==> src/rtl/systolic_output_deskew.sv <==
// Realigns the staggered column results leaving the south edge of a systolic array
// into row vectors, buffers them in a small FIFO and hands them on with valid/ready.
module systolic_output_deskew #(
    parameter int N     = 4,
    parameter int WIDTH = 16,
    parameter int DEPTH = 4
) (
    input  logic                       clk,
    input  logic                       rst_n,
    input  logic                       in_valid,
    input  logic [N*WIDTH-1:0]         in_data,
    output logic                       out_valid,
    input  logic                       out_ready,
    output logic [N*WIDTH-1:0]         out_data,
    output logic [$clog2(DEPTH):0]     fifo_level,
    output logic                       almost_full,
    output logic                       overflow
);

    localparam int PTR_W = $clog2(DEPTH);
    localparam int LVL_W = PTR_W + 1;
    localparam int VS_W  = (N > 1) ? N - 1 : 1;
    localparam int CNT_W = $clog2(DEPTH + N) + 1;

    logic [VS_W-1:0]    valid_sr;
    logic               push;
    logic [N*WIDTH-1:0] aligned_row;

    // Row-valid tracks column 0 down to the point where the last column arrives.
    if (N == 1) begin : g_no_sr
        assign valid_sr = '0;
        assign push     = in_valid;
    end else begin : g_sr
        // NOTE: sequential state uses non-blocking assignments so every stage
        // samples its predecessor's pre-edge value and the chain really shifts.
        always_ff @(posedge clk or negedge rst_n) begin
            if (!rst_n) begin
                valid_sr <= '0;
            end else begin
                valid_sr[0] <= in_valid;
                for (int k = 1; k < VS_W; k++) valid_sr[k] <= valid_sr[k-1];
            end
        end
        assign push = valid_sr[VS_W-1];
    end

    // Early columns are delayed more, so every column lines up with the last one.
    for (genvar j = 0; j < N; j++) begin : g_col
        localparam int STAGES = N - 1 - j;
        if (STAGES == 0) begin : g_pass
            assign aligned_row[j*WIDTH +: WIDTH] = in_data[j*WIDTH +: WIDTH];
        end else begin : g_dly
            logic [WIDTH-1:0] pipe [STAGES];
            // NOTE: pure data pipes and FIFO storage carry no reset; the valid
            // bits and the FIFO level decide whether their contents mean anything.
            always_ff @(posedge clk) begin
                pipe[0] <= in_data[j*WIDTH +: WIDTH];
                for (int k = 1; k < STAGES; k++) pipe[k] <= pipe[k-1];
            end
            assign aligned_row[j*WIDTH +: WIDTH] = pipe[STAGES-1];
        end
    end

    logic [N*WIDTH-1:0] mem [DEPTH];
    logic [PTR_W-1:0]   wr_ptr;
    logic [PTR_W-1:0]   rd_ptr;
    logic [LVL_W-1:0]   level;
    logic               full;
    logic               pop;
    logic               push_ok;

    assign full    = (level == LVL_W'(DEPTH));
    assign pop     = out_valid && out_ready;
    // A pop in the same cycle frees the slot, so a full FIFO can still accept.
    assign push_ok = push && (!full || pop);

    always_ff @(posedge clk) begin
        if (push_ok) mem[wr_ptr] <= aligned_row;
    end

    always_ff @(posedge clk or negedge rst_n) begin
        if (!rst_n) begin
            wr_ptr   <= '0;
            rd_ptr   <= '0;
            level    <= '0;
            overflow <= 1'b0;
        end else begin
            if (push_ok) wr_ptr <= wr_ptr + PTR_W'(1);
            if (pop)     rd_ptr <= rd_ptr + PTR_W'(1);
            unique case ({push_ok, pop})
                2'b10:   level <= level + LVL_W'(1);
                2'b01:   level <= level - LVL_W'(1);
                default: level <= level;
            endcase
            if (push && full && !pop) overflow <= 1'b1;
        end
    end

    assign out_valid  = (level != '0);
    assign out_data   = out_valid ? mem[rd_ptr] : '0;
    assign fifo_level = level;

    logic [CNT_W-1:0] inflight;

    // NOTE: every combinational output gets its default first, so no path
    // through the block leaves it unassigned and no latch is inferred.
    always_comb begin
        inflight = '0;
        for (int k = 0; k < VS_W; k++) inflight = inflight + CNT_W'(valid_sr[k]);
    end

    // Rows already in the skew pipe will land regardless, so they count as used.
    assign almost_full = (CNT_W'(level) + inflight) >= CNT_W'(DEPTH - 1);

endmodule

==> config.mk <==
export PLATFORM = sky130hd
export DESIGN_NAME = systolic_output_deskew
export DESIGN_NICKNAME = d
export VERILOG_FILES = /design/src/rtl/systolic_output_deskew.sv
export SDC_FILE = /design/constraint.sdc
export NUM_CORES = 1
export LEC_CHECK = 0
export CAP_MARGIN = 5
export CORE_ASPECT_RATIO = 1.2
export CORE_MARGIN = 2
export CORE_UTILIZATION = 40
export CTS_CLUSTER_SIZE = 16
export DETAILED_ROUTE_END_ITERATION = 8
export GPL_TIMING_DRIVEN = 0
export PLACE_DENSITY = 0.56
export SLEW_MARGIN = 20
export SYNTH_ARGS = -nofsm -noshare
export SYNTH_HDL_FRONTEND = slang
export SYNTH_SLANG_ARGS = --single-unit
==> constraint.sdc <==
create_clock -name clk -period 5.79 [get_ports clk]
set_input_delay 1.158 -clock clk [delete_from_list [all_inputs] [get_ports clk]]
set_output_delay 1.158 -clock clk [all_outputs]
set_load 0.02 [all_outputs]
* After elaboration in Yosys (flattened, before gate mapping)
Memories as Yosys holds them, arrays and structs flattened. Index checks and enable logic that the tools add are counted.
Cells by class: mux-type cells 4, $add $sub $neg 7, order comparisons 1, reduce and logical (&&, ||, !) cells 9, eq/ne operators 3
Operators with widths (number):
- 64-bit two-way mux | 1
- 3-bit one-hot mux with 2 select lines | 1
- 2-bit by 1-bit adder with 2-bit output (second input constant) | 2
- 3-bit by 3-bit adder with 4-bit output | 1
- 4-bit by 2-bit greater-or-equal comparator with 1-bit output (second input constant) | 1
- 1-bit logical AND | 4
- 2-bit by 1-bit adder with 3-bit output | 1
- 3-bit by 1-bit adder with 3-bit output (second input constant) | 1
- 3-bit == test (second input constant) | 1
- 3-bit nonzero test | 1
- 3-bit by 1-bit subtractor with 3-bit output (second input constant) | 1
- 1-bit by 1-bit adder with 2-bit output | 1
- 2-bit by 1-bit == test with 1-bit output (second input constant) | 1
- 2-bit == test (second input constant) | 1
- 1-bit logical NOT | 2
- 1-bit two-way mux | 2
- 2-bit nonzero test | 1
- 1-bit logical OR | 1
Word-level totals: word-level logic and storage cells 33, register bits 11, memory bits (writable) 352, memories kept 4, input bits 68
Memory list:
- mem | depth 4, bits a word 64, rd ports 1, clocked after memory_dff 0, wr ports 1, RTL line 64 | logic [N*WIDTH-1:0] mem [DEPTH];
- g_col[0].g_dly.pipe | depth 3, bits a word 16, rd ports 3, clocked after memory_dff 0, wr ports 3, RTL line 53 | logic [WIDTH-1:0] pipe [STAGES];
- g_col[1].g_dly.pipe | depth 2, bits a word 16, rd ports 2, clocked after memory_dff 0, wr ports 2, RTL line 53
- g_col[2].g_dly.pipe | depth 1, bits a word 16, rd ports 1, clocked after memory_dff 0, wr ports 1, RTL line 53

* Longest topological paths before layout
depth in word-level cells 6, gate-level depth with buffers 9, gate-level depth less buffers 9

* Worst setup path before layout
Ideal clock, no wire load.
path kind input -> register, start input out_ready, end memory mem[0][0] (netlist name) (enable), library setup time 0.429 ns, setup slack 2.315 ns, stages 3, required time 5.361 ns, buffers on the path 0, arrival time 3.046 ns, cell sequence nor4b_1 -> nor2_1 -> and2_1
Between the ends: longest elaborated chain between the ends 5
Ends and longest elaborated chain:
- from (decl) | RTL line 13 | input logic out_ready,
- 1-bit logical AND | RTL line 73 | assign pop = out_valid && out_ready;
- 1-bit logical OR | RTL line 75 | assign push_ok = push && (!full || pop);
- 1-bit logical AND | RTL line 75
- 1-bit two-way mux | RTL line 78 | if (push_ok) mem[wr_ptr] <= aligned_row;
- 1-bit two-way mux (not written as such) | RTL line 78
- to (decl) | RTL line 64
Every way passes these cells.

* Final worst setup path
start register valid_sr[1], end output almost_full
Between the ends: longest elaborated chain between the ends 4
Ends and longest elaborated chain:
- from (decl) | RTL line 25 | logic [VS_W-1:0] valid_sr;
- from (signal assigned) | RTL line 38 | valid_sr <= '0;
- 1-bit by 1-bit adder with 2-bit output | RTL line 109 | for (int k = 0; k < VS_W; k++) inflight = inflight + CNT_W'(valid_sr[k]);
- 2-bit by 1-bit adder with 3-bit output | RTL line 109
- 3-bit by 3-bit adder with 4-bit output | RTL line 113 | assign almost_full = (CNT_W'(level) + inflight) >= CNT_W'(DEPTH - 1);
- 4-bit by 2-bit greater-or-equal comparator with 1-bit output | RTL line 113
- to (decl) | RTL line 16 | output logic almost_full,
Every way passes these cells.

==> qor.yml <==
outcome:
  status: "complete, no violations"
route:
  wl_um: 21700
  drtPass1Iterations: 4
  drt-initial-drc-count: 275
  viasPerCell: 4.711
  postRouteAntennaNets: 0
  drc: 0
  vias: 5441
  post_drt_wl_per_cell_um: 18.79
power_and_ir_drop:
  p_per_area_mw_per_mm2: 558.5
  vdd_ir_drop_max_v: 0.0002488
  leakagePower_nw: 5.268
layout:
  final_common_cell: "edfxtp_1"
  nets: 811
  final_cell_mix: "edfxtp_1, clkdlybuf4s50_1, dfxtp_1"
  drive_above_1_share: 0.1897
  syn_to_final_growth_pct: 26.04
  fill_cells: 2438
  n_antenna_cell: 0
  final_area_sq_mm: 0.01538
synthesis:
  synth.avg_cell_area_sq_um: 22.02
  synthCells: 554
  synth_area_sq_mm: 0.01220
  yosysSeqAreaShare: 0.8101
  syn_nets: 632
  yosys_warnings: 0
  muxShareOfSynthArea: 0.1199
  synth_seq_cells: 363
  ys_types: 22
  synthAdderAreaFrac: 0.01210
  synth-xor-area-share: 0.004307
  synth_simple_gate_area_frac: 0.03938
  synth_compound_area_frac: 0.001128
  synth_top_family_by_area: "multiplexers"
clock_tree:
  clockBufferDepth: 3
  cts_buffers: 36
  clock_latency_ns: 0.50
  postCtsSetupBuffers: 0
  clk_pin_slew_ns: 0.06
  htree_levels: 2
  post_cts_resized: 0
  cts_tree: "built"
  cts_root_buffer: "clkbuf_16"
  clock-sinks: 363
  holdBufCountCts: 0
place:
  hpwl_um: 13050
  gp_congestion: 0.7375
  post_dp_cell_area_sq_mm: 0.01416
  pre_cts_slack_ns: 2.079
  numPortBuffers: 137
worst_setup_path:
  r2r_end: "fifo_level[2]"
  cp_slowest_cell: "clkdlybuf4s50_1"
  cp-endpoint: "almost_full"
  cp_cell_sequence: "ha_1 > inv_1 > fa_1 > fa_1 > nor4b_1 > o22ai_1 > clkdlybuf4s50_1"
  arrival_ns: 3.04
  r2r_cells: 9
  crit_path_max_fanout: 2
  cpPeakStageDelay_ns: 0.56
  critPathKind: "register to output port"
  rrSetupSlack_ns: 3.46
  startpoint: "valid_sr[1]"
  timing.critical_path.mode_cell: "fa_1"
  cp-start-kind: "register"
  required_ns: 4.63
  r2r_start: "fifo_level[1]"
  end_kind: "output port"
flow_run:
  maxCapViolCount: 0
grt:
  grt_pass1_wl_um: 33720
  antenna_found_initial: 0
  grt_usage: 0.1406
  first_global_vias: 5946
  grt_overflow: 0
  grt_max_degree: 34
timing:
  tns_ns: 0
  worst_pin_slew_ns: 0.6612
  fin_ws_ns: 1.589
  relSlewSlack: 0.5592
  rsz0062_at_grt: "no"
  period_needed_ns: 4.201
  hold_viol_final: 0
  finalSetupViolCount: 0
  fin_crit_sh: 0.7255
  drv_slew: 0
  fmax_ghz: 0.2381
  fin_skew_ns: 0.01510
die:
  io_pins: 138
  design.die.area_sq_mm: 0.03192
  initial_utilization: 0.4038
  rows: 70
  die_h_um: 195.3
  core_sq_mm: 0.03022
  die_w_um: 163.4
worst_hold_path:
  min_path_type: "register to register"
## sequential cells by signal (all words and copies together), names as in the netlist
name              cells
rd_ptr                2
mem                 256
wr_ptr                2
g_col.g_dly.pipe     96
valid_sr              3
overflow              1
fifo_level            3
## critical path: cells and delay by family (launching register included)
kind / cells / cell delay (ns)
flops: 1 / 0.39
simple gates: 1 / 0.34
buf+inv: 2 / 0.60
fa+ha+maj: 3 / 1.08
compound gates: 1 / 0.15
## where the power goes
group | total (mW) | internal, mW | switching (mW)
combinational | 2.90 | 1.43 | 1.47
clock | 2.34 | 1.43 | 0.912
sequential | 3.35 | 3.24 | 0.113
total | 8.59 | 6.10 | 2.49
## cells in the mapped netlist
| library cell | instances | area, sq um |
|---|---|---|
| buf_2 | 8 | 40.04 |
| clkbuf_1 | 8 | 30.03 |
| fa_1 | 3 | 60.06 |
| nor4b_1 | 2 | 17.52 |
| buf_6 | 5 | 56.30 |
| nor2_1 | 2 | 7.510 |
| xor2_1 | 3 | 26.28 |
| ha_1 | 7 | 87.58 |
| a21o_1 | 1 | 7.510 |
| dfxtp_1 | 96 | 1922 |
| inv_1 | 9 | 33.78 |
| mux4_2 | 64 | 1441 |
| mux2_2 | 1 | 11.26 |
| and2_1 | 69 | 431.7 |
| o22ai_1 | 1 | 6.260 |
| nor2b_1 | 2 | 12.51 |
| nand3_1 | 1 | 5.000 |
| dfrtp_1 | 11 | 275.3 |
| edfxtp_1 | 256 | 7687 |
| or3_1 | 1 | 6.260 |
| mux2i_1 | 1 | 10.01 |
| xnor2_1 | 3 | 26.28 |
## metrics by stage
step / power [mW] / hold slack (ns) / utilization / cells
2_1_floorplan: 5.109 / 0.3096 / - / 554
3_3_place_gp: 6.336 / 0.3098 / 0.4656 / 1087
3_5_place_dp: 6.383 / 0.3121 / 0.4686 / 1091
4_1_cts: 8.748 / 0.3245 / 0.5089 / 1155
5_1_grt: 9.021 / 0.3291 / 0.5089 / 1155
6_report: 8.588 / 0.3242 / 0.5089 / 1155
## per-layer routing
layer	vias up	share of wire	GRT usage
li1	2501	-	-
met2	129	0.54	0.2546
met5	-	0	0
met3	45	0.045	0.02591
met4	0	0.027	0.04785
met1	2766	0.39	0.1675
## how the worst min path moves through the flow
stage | from | slack (ns) | to | depth (start not counted)
2_1_floorplan | g_col[0].g_dly.pipe[0][0] | 0.31 | g_col[0].g_dly.pipe[0][16] | 0
3_3_place_gp | g_col[1].g_dly.pipe[0][1] | 0.31 | g_col[1].g_dly.pipe[0][17] | 0
3_5_place_dp | g_col[0].g_dly.pipe[0][9] | 0.31 | g_col[0].g_dly.pipe[0][25] | 0
4_1_cts | g_col[0].g_dly.pipe[0][24] | 0.32 | g_col[0].g_dly.pipe[0][40] | 0
5_1_grt | g_col[0].g_dly.pipe[0][29] | 0.33 | g_col[0].g_dly.pipe[0][45] | 0
6_report | g_col[0].g_dly.pipe[0][24] | 0.32 | g_col[0].g_dly.pipe[0][40] | 0
## layout make-up
class	instances	area, sq um	share of cell area
Timing Repair Buffer	141	1451	0.09438
Clock buffer	47	1025	0.06663
Sequential cell	363	9884	0.6427
Tap cell	396	495.5	0.03222
Inverter	9	33.78	0.002197
Buffer	21	126.4	0.008217
Multi-Input combinational cell	161	2167	0.1409
Clock inverter	17	195.2	0.01269
## cells by family (layout without fill, tap and decap cells)
logic type / Yosys count / count (layout)
AOI/OAI and AO/OA: 2 / 2
muxes: 66 / 66
DFF: 363 / 363
adders and majority gates: 10 / 10
xor gates and xnor gates: 6 / 6
buffers and inverters: 30 / 235
and+or+nand+nor: 77 / 77
Note: power is estimated with default switching activity, not from simulation.
